==> src/rtl/mmio_uart_tx.sv <==
// Memory-mapped 8N1 UART transmitter with a TX FIFO and a pollable STATUS word.
// Define UART_TX_PARITY_EN to add an even-parity bit after the data bits.
module mmio_uart_tx #(
  parameter int unsigned CLK_DIV    = 16,
  parameter int unsigned FIFO_DEPTH = 8,
  parameter logic [31:0] BASE_ADDR  = 32'hFFFF0000
) (
  input  logic        clk,
  input  logic        rst,
  input  logic        memWrite,
  input  logic        memRead,
  input  logic [31:0] addr,
  input  logic [31:0] writeData,
  output logic [31:0] readData,
  output logic        tx,
  output logic        tx_busy
);

  localparam int unsigned CW = (CLK_DIV > 1) ? $clog2(CLK_DIV) : 1;
  localparam int unsigned PW = (FIFO_DEPTH > 1) ? $clog2(FIFO_DEPTH) : 1;
  localparam int unsigned NW = PW + 1;

  typedef enum logic [2:0] {
    S_IDLE,
    S_START,
    S_DATA,
`ifdef UART_TX_PARITY_EN
    S_PARITY,
`endif
    S_STOP
  } state_t;

  state_t          state_q, state_n;
  logic [CW-1:0]   cnt_q, cnt_n;
  logic [2:0]      bit_q, bit_n;
  logic [7:0]      byte_q, byte_n;
  logic            tx_q, tx_n;
  logic            busy_q, busy_n;
  logic            ovf_q;
  logic [7:0]      mem [FIFO_DEPTH];
  logic [PW-1:0]   wr_ptr, rd_ptr;
  logic [NW-1:0]   count_q, count_n;

  logic hit, wr_tx, wr_st, rd_st, full, empty, wrap;
  logic push, pop, ovf_set, ovf_clr;
  logic unused_wdata;

  // Bus decode and status readback
  always_comb begin
    hit      = (addr[31:3] == BASE_ADDR[31:3]);
    wr_tx    = memWrite && hit && (addr[2:0] == 3'd0);
    wr_st    = memWrite && hit && (addr[2:0] == 3'd4);
    rd_st    = memRead  && hit && (addr[2:0] == 3'd4);
    full     = (count_q == NW'(FIFO_DEPTH));
    empty    = (count_q == '0);
    readData = rd_st ? {28'b0, ovf_q, busy_q, empty, full} : 32'b0;
  end

  assign unused_wdata = ^writeData[31:8];

  // Transmit FSM next-state, FIFO pop and registered line value
  always_comb begin
    state_n = state_q;
    cnt_n   = cnt_q;
    bit_n   = bit_q;
    byte_n  = byte_q;
    pop     = 1'b0;
    tx_n    = 1'b1;
    wrap    = (cnt_q == CW'(CLK_DIV - 1));
    if (state_q != S_IDLE) cnt_n = wrap ? '0 : cnt_q + CW'(1);
    case (state_q)
      S_IDLE: begin
        if (!empty) begin
          pop     = 1'b1;
          byte_n  = mem[rd_ptr];
          state_n = S_START;
          cnt_n   = '0;
        end
      end
      S_START: begin
        if (wrap) begin
          state_n = S_DATA;
          bit_n   = 3'd0;
        end
      end
      S_DATA: begin
        if (wrap) begin
          if (bit_q == 3'd7) begin
`ifdef UART_TX_PARITY_EN
            state_n = S_PARITY;
`else
            state_n = S_STOP;
`endif
          end else begin
            bit_n = bit_q + 3'd1;
          end
        end
      end
`ifdef UART_TX_PARITY_EN
      S_PARITY: begin
        if (wrap) state_n = S_STOP;
      end
`endif
      S_STOP: begin
        if (wrap) begin
          if (!empty) begin
            pop     = 1'b1;
            byte_n  = mem[rd_ptr];
            state_n = S_START;
          end else begin
            state_n = S_IDLE;
          end
        end
      end
      default: state_n = S_IDLE;
    endcase
    case (state_n)
      S_START:  tx_n = 1'b0;
      S_DATA:   tx_n = byte_n[bit_n];
`ifdef UART_TX_PARITY_EN
      S_PARITY: tx_n = ^byte_n;
`endif
      default:  tx_n = 1'b1;
    endcase
  end

  // FIFO bookkeeping; a pop in the same cycle frees room for the push
  always_comb begin
    push    = wr_tx && (!full || pop);
    ovf_set = wr_tx && full && !pop;
    ovf_clr = wr_st && writeData[3];
    case ({push, pop})
      2'b10:   count_n = count_q + NW'(1);
      2'b01:   count_n = count_q - NW'(1);
      default: count_n = count_q;
    endcase
    busy_n = (state_n != S_IDLE) || (count_n != '0);
  end

  always_ff @(posedge clk) begin
    if (rst) begin
      state_q <= S_IDLE;
      cnt_q   <= '0;
      bit_q   <= '0;
      byte_q  <= '0;
      tx_q    <= 1'b1;
      busy_q  <= 1'b0;
      ovf_q   <= 1'b0;
      wr_ptr  <= '0;
      rd_ptr  <= '0;
      count_q <= '0;
    end else begin
      state_q <= state_n;
      cnt_q   <= cnt_n;
      bit_q   <= bit_n;
      byte_q  <= byte_n;
      tx_q    <= tx_n;
      busy_q  <= busy_n;
      count_q <= count_n;
      if (push) wr_ptr <= wr_ptr + PW'(1);
      if (pop)  rd_ptr <= rd_ptr + PW'(1);
      if (ovf_clr)      ovf_q <= 1'b0;
      else if (ovf_set) ovf_q <= 1'b1;
    end
  end

  // Storage array needs no reset; pointers define validity
  always_ff @(posedge clk) begin
    if (!rst && push) mem[wr_ptr] <= writeData[7:0];
  end

  assign tx      = tx_q;
  assign tx_busy = busy_q;

endmodule

==> config.mk <==
export PLATFORM = sky130hd
export DESIGN_NAME = mmio_uart_tx
export DESIGN_NICKNAME = d
export VERILOG_FILES = /design/src/rtl/mmio_uart_tx.sv
export SDC_FILE = /design/constraint.sdc
export NUM_CORES = 1
export LEC_CHECK = 0
export BUFFER_PORTS_ARGS = -buffer_cell sky130_fd_sc_hd__buf_2
export CORE_UTILIZATION = 44
export CTS_CLUSTER_SIZE = 30
export DETAILED_ROUTE_END_ITERATION = 8
export PLACE_DENSITY = 0.7
export SETUP_SLACK_MARGIN = 0.5
export SLEW_MARGIN = 30
export SYNTH_ARGS = -nofsm -noshare
export SYNTH_HDL_FRONTEND = slang
export SYNTH_SLANG_ARGS = --single-unit
export TNS_END_PERCENT = 5
==> constraint.sdc <==
create_clock -name clk -period 3.1 [get_ports clk]
set_clock_uncertainty 0.1 [all_clocks]
set_input_delay 0.31 -clock clk [delete_from_list [all_inputs] [get_ports clk]]
set_output_delay 0.31 -clock clk [all_outputs]
set_load 0.02 [all_outputs]
==> impl_metrics.csv <==
group,metric,value,unit
cells_and_area,design_area,5181,um^2
floorplan,rows,36,
yosys,netlist_area,4439,um^2
critical_path,critPathMaxFanout,5,
yosys,synth-edff-count,64,
sta,fin_crit_sh,85.16,%
clocking,clock_latency,370,ps
global_route,antenna_found_initial,0,
floorplan,die_w,102.4,um
routing,drt_first_pass_iters,4,
clocking,htree_levels,3,
yosys,synth_area_per_cell,12.98,um^2
run_status,status,"complete, no violations",
cells_and_area,final_util,53.01,%
critical_path,r2r-start,"cnt_q[0]",
yosys,syn_inst,342,
routing,drcViolationCount,0,
critical_path,cp_slowest_cell,"dfxtp_2",
global_route,track_usage,17.48,%
global_route,grt_pass1_vias,2707,
sta,timing.fmax,378.8,MHz
place,globalplace.congestion,0.7951,
cells_and_area,area_growth,16.71,%
routing,wl,8313,um
yosys,synth_common_cells,"64 x edfxtp_1, 39 x nor2_1, 34 x dfxtp_1",
clocking,cts_buffers,9,
sta,finalMaxSlewViolations,0,
yosys,synthDistinctLibCells,57,
floorplan,initial_core_util,45.42,%
sta,rsz0062_at_grt,"true",
critical_path,path_cells,"ha_4 -> nand4_4 -> mux2_4 -> nor3_4 -> nand2_2 -> inv_2 -> ha_4 -> a21o_1 -> a21oi_2 -> or3_4 -> a21oi_2 -> a31oi_1 -> a31oi_1",
place,hpwl,5591,um
sta,min_period,2640,ps
global_route,grt_max_degree,37,
critical_path,r2r_end,"tx_busy",
sta,hold_violations,0,
sta,worst-slew-pin-transition,688.7,ps
global_route,grt_overflow,0,
cells_and_area,nets,488,
cells_and_area,drive_gt1_share,31.18,%
global_route,grt_pass1_wl,13450,um
worst_hold_path,min_path_cells,2,
sta,timing.hold.ws,53.29,ps
place,port-buffer-count,49,
run,max_cap_viol_count,0,
yosys,synth_most_common_cell,"edfxtp_1",
critical_path,ff2ff_path_depth,13,
sta,slew_headroom,54.08,%
worst_hold_path,hold_end,"ovf_q",
yosys,synthTopCellsByArea,"edfxtp_1 43%, dfxtp_1 15%, mux4_2 8.1%",
worst_hold_path,hold_path_class,"primary input to flop",
critical_path,cp.arrival,2760,ps
yosys,yosys.area.top_type_share,43.29,%
yosys,synth_top_flop_cell,"edfxtp_1",
critical_path,crit_path_start_kind,"flop",
place,dpl_cell_area,4842,um^2
worst_hold_path,hp-start,"memWrite",
routing,route.detailed.wl_per_inst,15.11,um
yosys,postSynth.asyncResetShare,0,%
critical_path,reg2reg_setup_slack,460,ps
power_and_ir_drop,ir_drop,390.6,uV
sta,setup_viol,0,
yosys,synth_largest_area_cell,"edfxtp_1",
critical_path,crit_path_max_incr_delay,360,ps
routing,ant_nets,0,
clocking,clk_path_buf_depth,2,
cells_and_area,diodes,0,
floorplan,die_height,102.4,um
routing,vias,2790,
power_and_ir_drop,p_per_area,668.8,nW/um^2
sta,tns,0,ps
floorplan,coreArea,9774,um^2
critical_path,cp-end-kind,"flop",
clocking,clkTransAtPathRegs,90,ps
routing,drt-initial-drc-count,107,
critical_path,required,3220,ps
power_and_ir_drop,power_leakage,1.888,nW
clocking,cts-root-buf,"clkbuf_8",
cells_and_area,fin_cells,550,
clocking,cts_hold_buf,0,
critical_path,crit_type,"flop to flop",
clocking,cts_tree,"built",
floorplan,die_area,10500,um^2
routing,drt-vias-per-instance,5.073,
yosys,ys_warn_count,0,
place,dp_cells,526,
floorplan,io-pin-count,102,
yosys,yosysSeqAreaShare,58.62,%
yosys,ys_ff_latch,98,
clocking,cts_sinks,98,
-- layer usage --
metal / vias up / wire length [um] / GRT usage (%) / part of all wire (%)
met5: - / 0 / 0 / 0
met4: 0 / 133 / 6.484 / 1.6
met3: 13 / 343 / 3.967 / 4.1
met2: 67 / 4181 / 29.44 / 50
met1: 1345 / 3655 / 22.05 / 44
li1: 1365 / - / - / -
-- cell usage in the layout (no fill, tap or decap), types with 4 or more instances in the layout --
| cell type | n |
|---|---|
| ha_1 | 4 |
| and3_1 | 5 |
| dfxtp_1 | 31 |
| a31oi_1 | 4 |
| buf_2 | 49 |
| nor2_1 | 39 |
| o21ai_1 | 6 |
| inv_1 | 5 |
| mux2i_1 | 9 |
| nand2_1 | 15 |
| nor3_1 | 4 |
| edfxtp_1 | 64 |
| a21oi_1 | 8 |
| nand2b_1 | 4 |
| nand3_1 | 10 |
| clkbuf_8 | 9 |
| mux2_2 | 4 |
| conb_1 | 29 |
| xor2_1 | 4 |
| mux4_2 | 16 |
| buf_4 | 21 |
-- sequential cells by signal (all words and copies together), names as in the netlist, 3 cells and up, named ones only --
register,count
cnt_q,4
count_q,4
mem,64
state_q,3
byte_q,8
wr_ptr,3
bit_q,3
rd_ptr,3
-- cells by family after synthesis --
| family | synth area share, % |
|---|---|
| other | 0.08447 |
| buffers and inverters | 6.849 |
| xor gates and xnor gates | 1.184 |
| muxes | 12.12 |
| DFF | 58.62 |
| adders and majority gates | 2.142 |
| AOI/OAI and AO/OA | 6.003 |
| and+or+nand+nor | 12.99 |
-- critical path: cells and delay by family, from the launching register on --
kind,cells,cell delay [ps]
AND/OR/NAND/NOR,4,550
multiplexers,1,310
AO/OA/AOI/OAI,5,730
flip-flops,1,360
buffers and inverters,1,100
adder cells (fa/ha/maj),2,360
-- final cells by class --
cell class	instances	area, um^2
clock buffers	9	123.9
clock inverters	6	72.57
fillers	856	4593
inverters	6	22.52
multi-input cells	225	1747
flip-flops and latches	98	2606
well taps	133	166.4
repair buffers	73	442.9
-- report_power, final --
group | internal, mW | total, mW | switching (mW)
registers | 1.49 | 1.57 | 0.0866
clock network | 0.382 | 0.847 | 0.465
logic | 0.497 | 1.05 | 0.548
-- worst max path at each step --
stage | start | to | slack, ps | depth (start not counted)
2_1_floorplan | cnt_q[1] | tx_busy | 480 | 10
3_3_place_gp | addr[1] | tx_busy | 340 | 13
3_5_place_dp | addr[1] | tx_busy | 230 | 13
4_1_cts | cnt_q[0] | tx | 490 | 9
5_1_grt | count_q[1] | mem[0][3] | 320 | 7
6_report | cnt_q[0] | tx_busy | 460 | 13
-- what timing repair did --
item,4_1_cts,5_1_grt
cloned,0,0
pin swaps,6,1
setup buffers,4,5
endpoints found under the setup margin,3,67
resized for setup,4,11
-- stage by stage --
stage	setup WS (ps)	power, mW
after floorplan	479.1	2.310
after global placement	336.5	2.455
final	460.0	3.465
after CTS	486.5	3.370
after detailed placement	228.9	2.473
after global routing	318.9	3.666
Power figures use the tool's default switching activity.
